$ cat config.mk
export PLATFORM = sky130hd
export DESIGN_NAME = soc_bus_arbiter
export DESIGN_NICKNAME = d
export VERILOG_FILES = /design/src/rtl/soc_bus_pkg.sv /design/src/rtl/soc_rr_pick2.sv /design/src/rtl/soc_bus_arbiter.sv
export SDC_FILE = /design/constraint.sdc
export NUM_CORES = 1
export LEC_CHECK = 0
export CAP_MARGIN = 15
export CORE_UTILIZATION = 40
export DETAILED_ROUTE_END_ITERATION = 12
export GPL_TIMING_DRIVEN = 0
export PLACE_DENSITY = 0.82
export SYNTH_ARGS = -nofsm -noshare
export SYNTH_HDL_FRONTEND = slang
export SYNTH_SLANG_ARGS = --single-unit
$ cat constraint.sdc
create_clock -name clk -period 5 [get_ports clk]
set_input_delay 1 -clock clk [delete_from_list [all_inputs] [get_ports clk]]
set_output_delay 1 -clock clk [all_outputs]
set_load 0.02 [all_outputs]
$ cat src/rtl/soc_bus_pkg.sv
// Shared types for the SoC slave-bus arbiter: FSM states and master identifiers.
package soc_bus_pkg;

    typedef enum logic [1:0] {ST_IDLE, ST_BUSY, ST_DONE} bus_state_t;

    typedef logic master_id_t;

    localparam master_id_t M_CPU = 1'b0;
    localparam master_id_t M_DMA = 1'b1;

endpackage

$ cat src/rtl/soc_rr_pick2.sv
// Two-way round-robin pick: a lone requester wins, a tie goes to the master that was not last.
module soc_rr_pick2
    import soc_bus_pkg::*;
(
    input  logic [1:0] i_req,
    input  master_id_t i_last,
    output master_id_t o_winner
);

    always_comb begin
        o_winner = M_CPU;
        if (i_req == 2'b11) begin
            o_winner = master_id_t'(~i_last);
        end else if (i_req[1]) begin
            o_winner = M_DMA;
        end
    end

endmodule

$ cat src/rtl/soc_bus_arbiter.sv
// Shares the single SoC slave bus between the CPU (M0) and DMA/debug (M1), one transaction
// at a time, with slave wait states and a bus-error timeout.
module soc_bus_arbiter
    import soc_bus_pkg::*;
#(
    parameter int AW      = 32,
    parameter int DW      = 32,
    parameter int TIMEOUT = 64
) (
    input  logic          clk,
    input  logic          rst,
    input  logic          m0_ce,
    input  logic          m0_we,
    input  logic [AW-1:0] m0_addr,
    input  logic [DW-1:0] m0_wdata,
    output logic [DW-1:0] m0_rdata,
    output logic          m0_rdy,
    output logic          m0_err,
    input  logic          m1_ce,
    input  logic          m1_we,
    input  logic [AW-1:0] m1_addr,
    input  logic [DW-1:0] m1_wdata,
    output logic [DW-1:0] m1_rdata,
    output logic          m1_rdy,
    output logic          m1_err,
    output logic          s_ce,
    output logic          s_we,
    output logic [AW-1:0] s_addr,
    output logic [DW-1:0] s_wdata,
    input  logic [DW-1:0] s_rdata,
    input  logic          s_rdy,
    output logic          grant_id
);

    localparam int CW = (TIMEOUT > 1) ? $clog2(TIMEOUT) : 1;

    bus_state_t    r_state;
    bus_state_t    w_next_state;
    master_id_t    r_grant;
    master_id_t    r_last;
    master_id_t    w_win;
    logic [CW-1:0] r_cnt;
    logic          r_we;
    logic [AW-1:0] r_addr;
    logic [DW-1:0] r_wdata;
    logic [DW-1:0] r_rdata;
    logic          r_err;
    logic          w_timeout;
    logic          w_done;

    soc_rr_pick2 u_pick (
        .i_req    ({m1_ce, m0_ce}),
        .i_last   (r_last),
        .o_winner (w_win)
    );

    assign w_timeout = (r_cnt == CW'(TIMEOUT - 1));

    always_comb begin
        w_next_state = r_state;
        case (r_state)
            ST_IDLE: if (m0_ce || m1_ce) w_next_state = ST_BUSY;
            ST_BUSY: if (s_rdy || w_timeout) w_next_state = ST_DONE;
            ST_DONE: w_next_state = ST_IDLE;
            default: w_next_state = ST_IDLE;
        endcase
    end

    // Only the granted master sees the completion; the other side is held at zero.
    always_comb begin
        w_done   = (r_state == ST_DONE);
        s_ce     = (r_state == ST_BUSY);
        s_we     = r_we;
        s_addr   = r_addr;
        s_wdata  = r_wdata;
        grant_id = r_grant;
        m0_rdy   = w_done && (r_grant == M_CPU);
        m1_rdy   = w_done && (r_grant == M_DMA);
        m0_err   = m0_rdy && r_err;
        m1_err   = m1_rdy && r_err;
        m0_rdata = m0_rdy ? r_rdata : '0;
        m1_rdata = m1_rdy ? r_rdata : '0;
    end

    always_ff @(posedge clk or posedge rst) begin
        if (rst) begin
            r_state <= ST_IDLE;
            r_grant <= M_CPU;
            r_last  <= M_DMA;
            r_cnt   <= '0;
            r_we    <= 1'b0;
            r_addr  <= '0;
            r_wdata <= '0;
            r_rdata <= '0;
            r_err   <= 1'b0;
        end else begin
            r_state <= w_next_state;
            case (r_state)
                ST_IDLE: begin
                    r_cnt <= '0;
                    if (m0_ce || m1_ce) begin
                        r_grant <= w_win;
                        r_we    <= (w_win == M_DMA) ? m1_we    : m0_we;
                        r_addr  <= (w_win == M_DMA) ? m1_addr  : m0_addr;
                        r_wdata <= (w_win == M_DMA) ? m1_wdata : m0_wdata;
                    end
                end
                ST_BUSY: begin
                    r_cnt <= r_cnt + 1'b1;
                    // A ready arriving on the timeout cycle still completes cleanly.
                    if (s_rdy) begin
                        r_rdata <= r_we ? '0 : s_rdata;
                        r_err   <= 1'b0;
                    end else if (w_timeout) begin
                        r_rdata <= '0;
                        r_err   <= 1'b1;
                    end
                end
                ST_DONE: begin
                    r_last <= r_grant;
                    r_cnt  <= '0;
                end
                default: r_cnt <= '0;
            endcase
        end
    end

endmodule

* Yosys cells after proc, flatten, opt, wreduce, memory -nomap -nowiden
Cells that the tools add are included.
Operators by class: add/sub/neg operators 1, $mul 0, div/mod/pow operators 0, $lt $le $gt $ge 0, equal/unequal tests 6, shift-type cells 0, mux-type cells 16, bitwise logic cells 2, reduce and logical (&&, ||, !) cells 11
Operators with widths (count):
- 32-bit two-way mux | 7
- 6-bit by 1-bit adder with 6-bit output, second input constant | 1
- 6-bit == test, second input constant | 1
- 6-bit two-way mux | 1
- 2-bit AND reduction | 3
- 1-bit two-way mux | 5
- 2-bit == test, second input constant | 2
- 1-bit logical AND | 4
- 2-bit two-way mux | 2
- 2-bit case mux with 2 select lines | 1
- 2-bit by 1-bit == test with 1-bit output, second input constant | 1
- 2-bit zero test | 1
- 1-bit logical OR | 2
- 2-bit by 1-bit != test with 1-bit output, second input constant | 1
- 2-bit != test, second input constant | 1
- 1-bit NOT | 2
- 2-bit nonzero test | 1
Storage, ports and cells: register bits 108, bits in latches 0, memory bits (writable) 0, ROM bits 0, input port bits 167, output and inout bits 135, logic and storage cells 45, memories 0

* Logic depth before layout (Yosys ltp)
word-level depth 4, gate-level depth with buffers 5, gate-level depth less buffers 4

* Modules after synthesis
From an unflattened synthesis, not the netlist that was laid out.
Second synthesis, totals: cell total of the unflattened synthesis 404, area, all modules 5462.7 µm²
By module, submodules not included:
- soc_bus_arbiter | times used 1, cells each 403, area an instance 5451.5 µm²
- soc_rr_pick2 | times used 1, cells each 1, area an instance 11.3 µm²

* Least setup slack after synthesis
Ideal clock, no wire load.
kind register to output, from register r_state[0], to output m1_rdata[23], arrival 1454 ps, slack 2546 ps, cell stages (with the launch flop) 5, path buffers 1, cell sequence dfrtp_1 -> nand2b_1 -> nor2_1 -> clkbuf_1 -> and2_1
Between the ends: word-level cells in the longest chain between the ends 3
RTL lines:
- from (decl) | RTL line soc_bus_arbiter.sv:37 | bus_state_t r_state;
- from (signal assigned) | RTL line soc_bus_arbiter.sv:97 | r_state <= w_next_state;
- 2-bit == test | RTL line soc_bus_arbiter.sv:71 | w_done = (r_state == ST_DONE);
- 1-bit logical AND | RTL line soc_bus_arbiter.sv:78 | m1_rdy = w_done && (r_grant == M_DMA);
- net m1_rdy | RTL line soc_bus_arbiter.sv:24 | output logic m1_rdy,
- 32-bit two-way mux | RTL line soc_bus_arbiter.sv:82 | m1_rdata = m1_rdy ? r_rdata : '0;
- to (decl) | RTL line soc_bus_arbiter.sv:23 | output logic [DW-1:0] m1_rdata,
The timed path passes the listed nets, and every way through them passes these cells.

* Worst setup path after layout
from register r_state[0], to output m1_rdata[30]
Between the ends: word-level cells in the longest chain between the ends 3
RTL lines (RTL line):
- 2-bit == test | soc_bus_arbiter.sv:71
- 1-bit logical AND | soc_bus_arbiter.sv:78
- 32-bit two-way mux | soc_bus_arbiter.sv:82
No other way between the ends.

==> results by group <==
Timing
  • Min Clock Period, post-route: 3620 ps
  • Hold WS: 496 ps
  • Clock Skew: 4.57 ps
  • Fmax: 276 MHz
  • Worst slew margin: 0.608
  • Worst-Margin Slew: 588 ps
  • Slew Limit Fails: 0
  • Fin. Hold Viols: 0
  • Final setup fails: 0
  • Crit share post-route: 0.724
  • RSZ-0062 raised after global routing: false

Synth
  • Mux contribution to synthesized area: 0.315
  • Register bit total from synthesis: 108
  • Post-Synth XOR/XNOR Area: 0.00469
  • Compound-gate portion of the synthesized area: 0.0667
  • Syn_nets: 572
  • Average size of a mapped cell: 13.9 um2
  • Synth cell types: 31
  • Synth Area in Adders: 0.00223
  • Synth warn: 0
  • Largest family of logic cells by synthesized area: multiplexers
  • Post-Syn Area: 5610 um2
  • Cells after Synth: 404
  • Sequential-to-total area share from yosys stat: 0.482
  • Simple-gate portion of the synthesized area: 0.0946

Setup path
  • R2r setup slk: 3170 ps
  • Reg2Reg Depth: 5
  • R2r endpoint: s_wdata[0]
  • WP data required: 4000 ps
  • RR Startpoint: r_state[0]
  • Setup CP Type: register to output pin
  • Critical path fanouts, max: 10
  • CP Capture Type: output pin
  • Startpoint Class: register
  • CP arrival: 2620 ps

Hold path
  • Hold Startpoint: r_cnt[0]
  • Hold Path Class: register to register
  • Worst hold path depth: 1
  • Hold Crit Endpoint: r_cnt[0]

Floorplanning
  • Die Footprint: 14,500 um2
  • Initial Util: 0.417
  • Core ar.: 13,500 um2
  • Boundary pin count: 302
  • Row count: 42
  • Die Span Y: 120 um
  • Die W: 120 um

Detailed routing
  • Average wire per standard cell: 17.3 um
  • Via count: 4,469
  • Vias per std cell: 4.97
  • Initial DRC Count: 197
  • Antenna Nets Post-Route: 0
  • DRC: 0
  • DRT Pass-1 Iters: 4
  • Routed wire length: 15.6 mm

Power
  • Leakage: 3.91 nW
  • Worst vdd ir: 344 uV
  • Power Dens Cells: 493 nW/um2

CTS
  • PostCTS Resize Cnt: 0
  • Clk slew on worst S/H paths: 70 ps
  • Clk_lat worst skew: 340 ps
  • Hold bufs inserted after CTS: 0
  • CTS Buf Count: 9
  • Clock sink count: 108
  • Post-CTS setup repair buffer count: 0
  • # H-tree levels: 3
  • Clock Tree Buf Depth: 2
  • Root Driver: clkbuf_16
  • CTS tree: yes

Final layout
  • Area Overhead vs Synth: 63.6%
  • Fin cells: 899
  • Final Util: 0.682
  • Layout cell share with drive strength beyond 1: 0.227
  • Multi-input logic area: 2710 um2
  • Most frequent cells in the layout: 301 x clkdlybuf4s50_1, 107 x dfrtp_1, 78 x mux2_4
  • Final net count: 885
  • Fin area: 9170 um2
  • Fillers: 990
  • Sequential Area: 2700 um2
  • Commonest non-fill, non-tap cell in the layout: clkdlybuf4s50_1

Job
  • Max_cap viols: 0

Global route
  • Vias in the first global route: 4,728
  • First-pass GRT wire length: 24.3 mm
  • Pin count of the biggest net entering global routing: 63
  • Initial antenna violation count: 1
  • Total grt overflow: 0
  • Total Routing Usage GR: 0.218

Placed design
  • Buffers on Ports: 301
  • Cells after DPL: 882
  • Area after DPL: 8870 um2
  • DP HPWL: 12.6 mm
  • Placer Congestion: 0.831

Status
  • Status: completed
Yosys cell counts:
library cell	count	area (um2)
dfrtp_1	107	2680
mux2_4	78	1170
and2_1	67	419
mux2_2	52	586
a32o_1	32	320
clkbuf_1	14	52.6
nor2_1	9	33.8
buf_6	8	90.1
buf_2	4	20.0
a21oi_1	3	15.0
inv_1	3	11.3
nand3_1	3	15.0
and3_1	2	12.5
buf_4	2	15.0
nand2_1	2	7.51
nand2b_1	2	12.5
xor2_1	2	17.5
a21bo_2	1	10.0
a21o_1	1	7.51
and4b_1	1	10.0
buf_1	1	3.75
dfstp_2	1	26.3
ha_1	1	12.5
mux2i_1	1	10.0
nand3b_1	1	7.51
o21a_1	1	7.51
o21ai_0	1	5.00
o32ai_1	1	8.76
or2_1	1	6.26
or3_1	1	6.26
xnor2_1	1	8.76
worst max-delay path by stage:
stage	cells after the start	start	slack (ps)	end
finish	5	r_state[0]	1380	m1_rdata[30]
global route	5	r_state[0]	1240	m1_rdata[30]
CTS	5	r_state[0]	1280	m1_rdata[30]
detailed placement	5	r_state[0]	1660	m1_rdata[30]
global placement	2	rst	-280	s_addr[8]
floorplan	1	rst	1160	grant_id
layout make-up:
| class | count | area share |
|---|---|---|
| diodes | 1 | 0.000273 |
| plain buffers | 29 | 0.0198 |
| clock buffers | 9 | 0.0246 |
| clock inverters | 7 | 0.00818 |
| inverters | 3 | 0.00150 |
| multi-input cells | 264 | 0.295 |
| flip-flops and latches | 108 | 0.295 |
| well taps | 176 | 0.0240 |
| repair buffers | 302 | 0.331 |
critical path, stage by stage (launching register included):
cell and delay, ps:
dfrtp_1 410, nand2b_1 200, nor2_1 460, clkbuf_1 390, and2_1 190, clkdlybuf4s50_1 620
per-layer routing:
layer	part of all wire	track usage
met5	0	0
met4	0.017	0.0733
met3	0.073	0.0571
met2	0.56	0.428
met1	0.35	0.218
power by group:
group	switching (mW)	leakage (nW)	total (mW)	internal, mW
registers	0.243	1.32	1.51	1.26
clock network	0.319	0.138	0.710	0.391
logic	1.00	2.45	2.31	1.31
per-stage QoR:
step	setup WS (ps)	TNS (ps)	power (mW)
5_1_grt	1240	0	4.75
4_1_cts	1280	0	4.56
3_3_place_gp	-280	-29360	3.76
3_5_place_dp	1660	0	3.84
6_report	1380	0	4.52
2_1_floorplan	1160	0	2.82
logic make-up (layout without fill, tap and decap cells):
kind of cell	count (synthesis)	count (layout)
other cells	0	1
simple gates	89	89
buf+inv	32	350
xor+xnor	3	3
flops	108	108
compound gates	40	40
fa+ha+maj	1	1
mux	131	131
state kept, by name (all words and copies together) (netlist names):
| name | flops |
|---|---|
| grant_id | 1 |
| r_cnt | 6 |
| r_err | 1 |
| r_last | 1 |
| r_rdata | 32 |
| r_state | 2 |
| s_addr | 32 |
| s_wdata | 32 |
| s_we | 1 |
Note: power is estimated with default switching activity, not from simulation.
